`config.mk`:
```
export PLATFORM = sky130hd
export DESIGN_NAME = cwt_scale_restore
export DESIGN_NICKNAME = d
export VERILOG_FILES = /design/src/rtl/cwt_scale_restore.sv
export SDC_FILE = /design/constraint.sdc
export NUM_CORES = 1
export LEC_CHECK = 0
export CAP_MARGIN = 20
export CORE_MARGIN = 5
export CORE_UTILIZATION = 45
export DETAILED_ROUTE_END_ITERATION = 7
export PLACE_DENSITY_LB_ADDON = 0.08
export SYNTH_ARGS = -nofsm -noshare
export SYNTH_HDL_FRONTEND = slang
export SYNTH_SLANG_ARGS = --single-unit
```
`constraint.sdc`:
```
create_clock -name clk -period 1.9 [get_ports clk]
set_clock_uncertainty 0.05 [all_clocks]
set_input_delay 0.475 -clock clk [delete_from_list [all_inputs] [get_ports clk]]
set_output_delay 0.475 -clock clk [all_outputs]
set_load 0.02 [all_outputs]
```
`src/rtl/cwt_scale_restore.sv`:
```
// cwt_scale_restore: two-stage valid/ready pipeline that multiplies each signed
// wavelet coefficient by 2^shift with signed saturation. It also keeps a
// saturating count of clipped samples that have been delivered.
//
// Ports:
//   clk, rst                   clock, synchronous active-high reset
//   in_valid/in_ready          input handshake (in_ready is combinational from out_ready)
//   in_data, in_shift          signed sample and left-shift amount
//   out_valid/out_ready        output handshake
//   out_data, out_sat          rescaled sample and clip flag (registered)
//   clear_count                synchronous clear of sat_count (wins over an increment)
//   sat_count                  clipped-sample count, holds at all-ones
module cwt_scale_restore #(
   parameter int unsigned DATA_WIDTH  = 16,
   parameter int unsigned SHIFT_WIDTH = 3,
   parameter int unsigned CNT_WIDTH   = 16
) (
   input  logic                   clk,
   input  logic                   rst,
   input  logic                   in_valid,
   output logic                   in_ready,
   input  logic [DATA_WIDTH-1:0]  in_data,
   input  logic [SHIFT_WIDTH-1:0] in_shift,
   output logic                   out_valid,
   input  logic                   out_ready,
   output logic [DATA_WIDTH-1:0]  out_data,
   output logic                   out_sat,
   input  logic                   clear_count,
   output logic [CNT_WIDTH-1:0]   sat_count
);

   // Full-precision product width, and the bits that must all match the sign
   // bit for the product to fit in DATA_WIDTH.
   localparam int unsigned FULL_WIDTH = DATA_WIDTH + (2 ** SHIFT_WIDTH) - 1;
   localparam int unsigned HEAD_WIDTH = FULL_WIDTH - DATA_WIDTH + 1;

   logic                          s1_full;
   logic signed [DATA_WIDTH-1:0]  s1_data;
   logic [SHIFT_WIDTH-1:0]        s1_shift;

   logic                          in_xfer_c;
   logic                          out_xfer_c;
   logic                          s2_adv_c;
   logic                          s1_adv_c;
   logic signed [FULL_WIDTH-1:0]  prod_c;
   logic [HEAD_WIDTH-1:0]         head_c;
   logic                          sat_c;
   logic [DATA_WIDTH-1:0]         res_c;

   // Handshake and stage-advance conditions.
   assign out_xfer_c = out_valid & out_ready;
   assign s2_adv_c   = ~out_valid | out_ready;
   assign s1_adv_c   = s1_full & s2_adv_c;
   assign in_ready   = ~rst & (~s1_full | s2_adv_c);
   assign in_xfer_c  = in_valid & in_ready;

   // Sign-extended shift, then clip when the head bits are not a pure sign run.
   always_comb begin
      prod_c = '0;
      head_c = '0;
      sat_c  = 1'b0;
      res_c  = '0;
      prod_c = FULL_WIDTH'(s1_data) <<< s1_shift;
      head_c = prod_c[FULL_WIDTH-1:DATA_WIDTH-1];
      sat_c  = ~((&head_c) | ~(|head_c));
      if (sat_c) begin
         res_c = prod_c[FULL_WIDTH-1] ? {1'b1, {(DATA_WIDTH-1){1'b0}}}
                                      : {1'b0, {(DATA_WIDTH-1){1'b1}}};
      end else begin
         res_c = prod_c[DATA_WIDTH-1:0];
      end
   end

   // Stage 1: capture input; a simultaneous move-out and refill keeps it full.
   always_ff @(posedge clk) begin
      if (rst) begin
         s1_full  <= 1'b0;
         s1_data  <= '0;
         s1_shift <= '0;
      end else if (in_xfer_c) begin
         s1_full  <= 1'b1;
         s1_data  <= in_data;
         s1_shift <= in_shift;
      end else if (s1_adv_c) begin
         s1_full  <= 1'b0;
      end
   end

   // Stage 2: registered result; holds while the sink stalls.
   always_ff @(posedge clk) begin
      if (rst) begin
         out_valid <= 1'b0;
         out_data  <= '0;
         out_sat   <= 1'b0;
      end else if (s2_adv_c) begin
         out_valid <= s1_full;
         if (s1_full) begin
            out_data <= res_c;
            out_sat  <= sat_c;
         end
      end
   end

   // Clipped-output counter, saturating at all-ones.
   always_ff @(posedge clk) begin
      if (rst || clear_count) begin
         sat_count <= '0;
      end else if (out_xfer_c && out_sat && (sat_count != '1)) begin
         sat_count <= sat_count + CNT_WIDTH'(1);
      end
   end

endmodule
```
### Word level (Yosys, flattened, before mapping)

Index checks and enable logic that the tools add are counted.

* register bits: 54
* word-level logic and storage cells: 33

* add/sub/neg operators: 1
* eq/ne operators: 1
* shifts and indexed selects: 1
* mux-type cells: 4
* bitwise logic cells: 12
* reductions and logical operators: 7

Operator list (number)
* two-way mux 16 bit: 2
* <<< shifter 16 x 3 -> 23 bit: 1
* adder 16 x 1 -> 16 bit, second input constant: 1
* != test 16 bit, second input constant: 1
* AND reduction 8 bit: 1
* OR reduction 8 bit: 1
* NOT 1 bit: 5
* bitwise AND 1 bit: 4
* OR 1 bit: 3
* logical AND 1 bit: 2
* two-way mux 1 bit: 2
* AND reduction 2 bit: 1
* nonzero test 2 bit: 1
* logical OR 1 bit: 1

### Logic depth before layout (Yosys ltp)

Gate-level depths: netlist (run 1).

* word-level depth: 6
* mapped depth: 8
* gate-level depth less buffers: 6

### Worst setup path before layout (run 1)

OpenSTA, ideal clock, no wires.

* path type: input to register
* from: in rst
* to: reg s1_data[10]
* library setup time: 0.113 ns
* data arrival time: 1.709 ns
* path slack: 0.028 ns
* cell stages on the path: 6
* path buffers: 2
* path through: clkbuf_1 a21oi_1 nand2_1 clkbuf_1 nand3_1 nand2_1

* cells in the longest elaborated chain, start to end: 3

RTL lines
* start: declaration: RTL line 19 `input logic rst,`
* NOT 1 bit: RTL line 54 `assign in_ready = ~rst & (~s1_full | s2_adv_c);`
* bitwise AND 1 bit: RTL line 54
* via in_ready: RTL line 21 `output logic in_ready,`
* bitwise AND 1 bit: RTL line 55 `assign in_xfer_c = in_valid & in_ready;`
* end signal: assignment: RTL line 82 `s1_data <= in_data;`
* end: declaration: RTL line 38 `logic signed [DATA_WIDTH-1:0] s1_data;`

The timed path passes the listed nets, and every way through them passes these cells.
A chain may end at the register's enable or synchronous reset.

### Worst setup path after layout (run 1)

* from: reg sat_count[1]
* to: out sat_count[1]

RTL lines
* start: declaration: RTL line 29 `output logic [CNT_WIDTH-1:0] sat_count`
* start signal: assignment: RTL line 109 `sat_count <= sat_count + CNT_WIDTH'(1);`

No word-level cell between the ends.

==> run metrics, run 1 <==
status=finished clean; Leak=approximately 0.0017 µW; CTS tree=done; area grow syn2layout=33.50%; Crit path depth=1; Post-synth EDFFs=0; H-tree levels=2; total gr overflow=0; CP arrival=around 1.3 ns; syn_area_per_cell=slightly below 9 µm²; Fmax=0.5400 GHz; Die Width=slightly above 90 µm; DR vias/cell=5.474; WHS=0.4013 ns; switching power=approximately 760 µW; buffers added on ports=58; IO Pins=a little under 60; die area=roughly 8400 µm²; post-route ant nets=0; sequential area share after synthesis=between 30% and 40%; Slew HR=65.49%; Hold WC Path Type=reg2reg; final WL=roughly 7500 µm; r2r startpoint=s1_shift[1]$_SDFFE_PP0P_; Starting Density=a little under half; Clk Latency, worst-skew pair=between 0.3 and 0.4 ns; Worst-path clk slew=about 0.10 ns; Worst Setup EP=sat_count[1]; share of layout cells above drive strength 1=between 20% and 30%; ys flop type=dfxtp_1; CP top delay family=buffers and inverters; DP HPWL=approximately 5500 µm; Max VDD drop=around 0.00032 V; hold buffer count at CTS=0; Post-Syn Instances=about 350; Syn Std Cell Area=3007 µm²; post-synth net total=between 300 and 400; asr flop ratio synth=0%; nature of the critical path startpoint=flop; PwrDens=about 630 nW/µm²; worst r2r path cells=5; row cnt=29; commonest non-fill, non-tap cell in the layout=nand2_1; initial drt markers=about 120; Finished Cell Area=between 4000 and 5000 µm²; Clock Tree Buf Depth=2; DR pass1 iterations=4; Util after Layout=62.50%; number of diodes=0; final period demand of the worst path=approximately 1.9 ns; Syn. warnings=0; post-route clock period utilization=97.46%; fin. max-slew vios=0; commonest non-fill, non-tap cells in the layout=nand2_1, dfxtp_1, clkdlybuf4s50_1; element type at the critical path end=output pin; largest net degree at the start of global routing=23; DRC violations left=0; DIE HEIGHT=~92 µm; Max FO, Critical Path=4; max incr delay on CP=0.62 ns; clock share of power=25.0%; clock root cell=clkbuf_8; Internal=approximately 1800 µW; critical path type=reg2out; first-pass GRT wire length=roughly 12000 µm; Post-DP Area=between 3000 and 4000 µm²; crit path buf inv count=1; GRT Overall Usage=between 15 and 20%; slowest CP cell=clkdlybuf4s50_1; combinational share of power=between 20% and 30%; nets=between 400 and 500; final hold vios=0; WP data required=1.37 ns; Reg-to-Reg End=out_data[6]$_SDFFE_PP0P_; Yosys reg bits=54; launch point of the worst path=sat_count[1]$_SDFFE_PP0P_; Num CTS Buffers=5; setup violators final=0; Clock Sinks=54; sw frac=around 30%; GPL Wtd Cong=about 0.86; total power=2541 µW; Unique masters post-synth=62; drt wl/cell=about 15 µm; internal reg-to-reg setup slack=~0.06 ns; worst-path cell chain=clkdlybuf4s50_1; vias in the first global route=about 2600; maxcap violations=0; Least-Margin Pin Slew=around 0.51 ns; routed via count=roughly 2700; core area=6422 µm²; initial antenna violation count=0; RSZ-0062 raised after global routing=false; Flop pwr share=between 40% and 50%
-- metrics by stage --
stage	instances	setup slack [ns]	setup TNS (ns)
floorplan	346	0.02784	0
global placement	491	-0.4498	-7.196
detailed placement	491	-0.4756	-8.042
CTS	498	0.006789	0
global route	500	0.003247	0
finish	500	0.04821	0
-- metal layers --
layer  track usage (%)  vias up  part of all wire, %
li1                  -     1392                    -
met1             20.61     1278                   44
met2             30.13       55                   50
met3             3.273       12                  4.2
met4             5.074        0                  1.7
met5                 0        -                    0
-- kinds of logic (layout without fill, tap and decap cells) --
family | after synthesis | count (layout) | synth area share, %
xor gates and xnor gates | 13 | 13 | 3.787
and+or+nand+nor | 155 | 155 | 24.30
DFF | 54 | 54 | 35.96
muxes | 27 | 27 | 11.36
buffers and inverters | 29 | 105 | 7.074
adders and majority gates | 1 | 1 | 0.4161
AOI/OAI and AO/OA | 67 | 68 | 17.10
-- area by class of cell --
class / count / area, µm²
clock buffers: 5 / 68.82
flip-flops and latches: 54 / 1087
inverters: 5 / 18.77
well taps: 77 / 96.34
clock inverters: 2 / 13.76
fillers: 584 / 2409
repair buffers: 93 / 899.6
multi-input cells: 264 / 1829
-- timing repair --
item,in CTS,in global routing
pin swaps,2,5
setup endpoints to repair,18,34
gates resized for setup,14,36
buffers inserted,0,1
gates cloned,0,1
-- power by group through the flow --
stage	Combinational [µW]	Clock [µW]	Sequential, µW
4_1_cts	632	645	1250
6_report	657	634	1250
3_5_place_dp	629	0	1270
2_1_floorplan	387	0	1290
5_1_grt	712	702	1260
3_3_place_gp	622	0	1270
-- worst min-delay path, stage by stage (launching register included) --
cell	delay, ns
dfxtp_1	0.32
nand2_1	0.05
o21ai_1	0.05
-- flip-flops by register name, indices dropped and copies added (netlist names) --
signal	flops
s1_shift	3
sat_count	16
s1_full	1
out_sat	1
out_data	16
out_valid	1
s1_data	16
-- synthesized netlist by cell type (all sizes together) (3+ instances only) --
library cell  number  share of area, %
and2               4              0.92
o21ai             13               2.2
or3                3              0.62
o31ai              3              0.75
a31oi             10               2.1
mux4               5               3.7
clkbuf            15               3.9
a21oi             10               1.7
mux2               7               2.6
xnor2             12               3.5
inv                4              0.50
nand2             60               7.5
dfxtp             54                36
o221a              4               1.5
buf                9               2.6
nor3               7               1.3
a211oi            10               2.7
nor2              33               4.1
mux2i             15               5.0
nand3             28               5.1
nand4              6               1.2
-- worst min path at each step --
stage,from,to,slack [ns],cells past startpoint
after global placement,out_data[12]$_SDFFE_PP0P_,out_data[12]$_SDFFE_PP0P_,0.39,2
after CTS,out_data[13]$_SDFFE_PP0P_,out_data[13]$_SDFFE_PP0P_,0.41,2
after global routing,out_data[13]$_SDFFE_PP0P_,out_data[13]$_SDFFE_PP0P_,0.43,2
final,out_data[13]$_SDFFE_PP0P_,out_data[13]$_SDFFE_PP0P_,0.40,2
after detailed placement,out_data[13]$_SDFFE_PP0P_,out_data[13]$_SDFFE_PP0P_,0.39,2
after floorplan,s1_data[3]$_SDFFE_PP0P_,s1_data[3]$_SDFFE_PP0P_,0.39,2
Power figures use the tool's default switching activity.
==> inputs of run 2 (changes only) <==
--- a/config.mk
+++ b/config.mk
@@ -9,7 +9,7 @@
 export CORE_MARGIN = 5
 export CORE_UTILIZATION = 45
 export DETAILED_ROUTE_END_ITERATION = 7
-export PLACE_DENSITY_LB_ADDON = 0.08
+export PLACE_DENSITY = 0.71
 export SYNTH_ARGS = -nofsm -noshare
 export SYNTH_HDL_FRONTEND = slang
 export SYNTH_SLANG_ARGS = --single-unit
==> run 2 against run 1 <==
  * Flip-flop and latch count did not move
  * Worst setup slack got worse by 0.031 ns
  * Die area did not move
  * First-iteration DRC count rose by 25%
  * Worst hold slack improved by 0.0030 ns
  * Global-route usage rose by 1.0 points
  * Clock power rose by 20%
  * Register-to-register slack got worse by 0.04 ns
  * Utilization rose by 1.8 points
  * Critical endpoint is now out_data[8]$_SDFFE_PP0P_
  * Largest cell class unchanged
==> run metrics, run 2 (same netlist as run 1, synthesis figures left out) <==
status=finished clean; core area=6422 µm² (unchanged); final hold vios=0 (unchanged); setup tns final=0 ns (unchanged); Largest regs=out_data (16), s1_data (16), sat_count (16); Reg-to-Reg End=out_data[8]$_SDFFE_PP0P_; Clk Latency, worst-skew pair=0.31 ns (about the same); Clock Tree Buf Depth=2 (unchanged); setup violators final=0 (unchanged); Die Width=91.74 µm (unchanged); Least-Margin Pin Slew=0.5131 ns (-0.0006804 ns); IO Pins=59 (unchanged); final WL=7884 µm (+5.5%); commonest non-fill, non-tap cells in the layout=nand2_1, dfxtp_1, clkdlybuf4s50_1, buf_4, nor2_1; critical path type=reg2reg; DP HPWL=5479 µm (-0.70%); CTS tree=done; nets=458 (+2.2%); internal reg-to-reg setup slack=0.02 ns (-0.04 ns); WP data required=2.05 ns (+0.68 ns); element type at the critical path end=flop; GPL Wtd Cong=0.8575 (-0.61%); maxcap violations=0 (unchanged); hold_sp=out_data[4]$_SDFFE_PP0P_; PwrDens=659.0 nW/µm² (+4.1%); row cnt=29 (unchanged); Slew HR=65.53% (about the same); WHS=0.4043 ns (+0.002962 ns); GRT Overall Usage=17.92% (+1.0 points); initial antenna violation count=0 (unchanged); hold buffer count at CTS=0 (unchanged); fin. max-slew vios=0 (unchanged); commonest non-fill, non-tap cell in the layout=nand2_1; worst r2r path cells=6 (+1); Clock Sinks=54 (unchanged); clock root cell=clkbuf_8; launch point of the worst path=s1_shift[0]$_SDFFE_PP0P_; die area=8416 µm² (unchanged); DIE HEIGHT=91.74 µm (unchanged); area grow syn2layout=37.25%; non-filler cells, final=511 (+2.2%); total gr overflow=0 (unchanged); post-route ant nets=0 (unchanged); Starting Density=46.81% (unchanged); largest net degree at the start of global routing=23 (unchanged); Fmax=0.5311 GHz (-1.6%); Worst-path clk slew=0.09 ns (about the same); Leak=0.001731 µW (+2.8%); Max FO, Critical Path=8 (+4); share of layout cells above drive strength 1=24.19% (+1.7 points); Worst Setup EP=out_data[8]$_SDFFE_PP0P_; routed via count=2823 (+3.1%); Num CTS Buffers=5 (unchanged); r2r startpoint=s1_shift[0]$_SDFFE_PP0P_; DRC violations left=0 (unchanged); Post-DP Area=3795 µm² (+0.33%); RSZ-0062 raised after global routing=true; pre-CTS setup slack=-0.4622 ns (+0.01338 ns); final period demand of the worst path=1.883 ns (+0.03095 ns); Finished Cell Area=4126 µm² (+2.8%); Hold WC Path Type=reg2reg; drt wl/cell=15.43 µm (+3.3%); H-tree levels=2 (unchanged); nature of the critical path startpoint=flop; first-pass GRT wire length=12560 µm (+5.8%); vias in the first global route=2579 (+0.82%); DR pass1 iterations=4 (unchanged); initial drt markers=145 (+25%); post-route clock period utilization=99.09% (+1.6 points); placed insts=496 (+1.0%); setup ws final=0.01726 ns (-0.03095 ns); buffers added on ports=58 (unchanged); number of diodes=0 (unchanged); DR vias/cell=5.524 (+0.92%); CP arrival=2.03 ns (+0.70 ns); Max VDD drop=0.0004326 V (+33%)
run 2: cell count changes in the layout (fill, tap and decap cells not counted), sizes merged:
cell	change
clkdlybuf4s50	+1
inv	-1
buf	+9
clkinv	+1
o2bb2a	+1
dlygate4sd2	-1
bufinv	+1
run 2: critical path, stage by stage, from the launching register on:
cell and delay, ns:
dfxtp_4 0.37, mux4_2 0.57, nor2_1 0.12, o211ai_1 0.18, buf_4 0.24, a31oi_1 0.19, o21ai_1 0.07
run 2: how the worst min path moves through the flow:
stage	end	slack, ns	depth (start not counted)
after detailed placement	out_data[4]$_SDFFE_PP0P_	0.39	2
after CTS	out_data[4]$_SDFFE_PP0P_	0.41	2
final	out_data[4]$_SDFFE_PP0P_	0.40	2
after global placement	out_data[10]$_SDFFE_PP0P_	0.39	2
after global routing	out_data[7]$_SDFFE_PP0P_	0.43	2
after floorplan	s1_data[3]$_SDFFE_PP0P_	0.39	2
run 2: where the power goes:
part	switching (µW)	leakage [µW]	internal, µW
clock network	371	0.0000579	388
registers	60.3	0.000444	1190
logic	341	0.00123	367
total	772	0.00173	1950
run 2: repair_timing:
action	in CTS	in global routing
gates resized for setup	16	37
pin swaps	2	11
buffers inserted	1	4
cloned	1	1
setup endpoints to repair	24	34
run 2: area by class of cell:
type                    instances  area [µm²]
inverters                       5       18.77
clock buffers                   5       68.82
clock inverters                 3       40.04
repair buffers                102       947.2
well taps                      77       96.34
multi-input cells             265        1863
flip-flops and latches         54        1092
fillers                       563        2296
run 2: metrics by stage:
stage / util, % / power, µW
4_1_cts: 61.19 / 2664
5_1_grt: 64.25 / 2848
3_5_place_dp: 59.09 / 1900
2_1_floorplan: - / 1681
6_report: 64.25 / 2719
3_3_place_gp: 59.09 / 1891
run 2: layer usage:
layer	share of wire, %	wire length (µm)	vias up	global-route usage, %
li1	-	-	1424	-
met1	44	3470	1310	23.50
met2	48	3776	74	30.43
met3	5.9	469	15	3.437
met4	2.1	167	0	4.455
met5	0	0	-	0
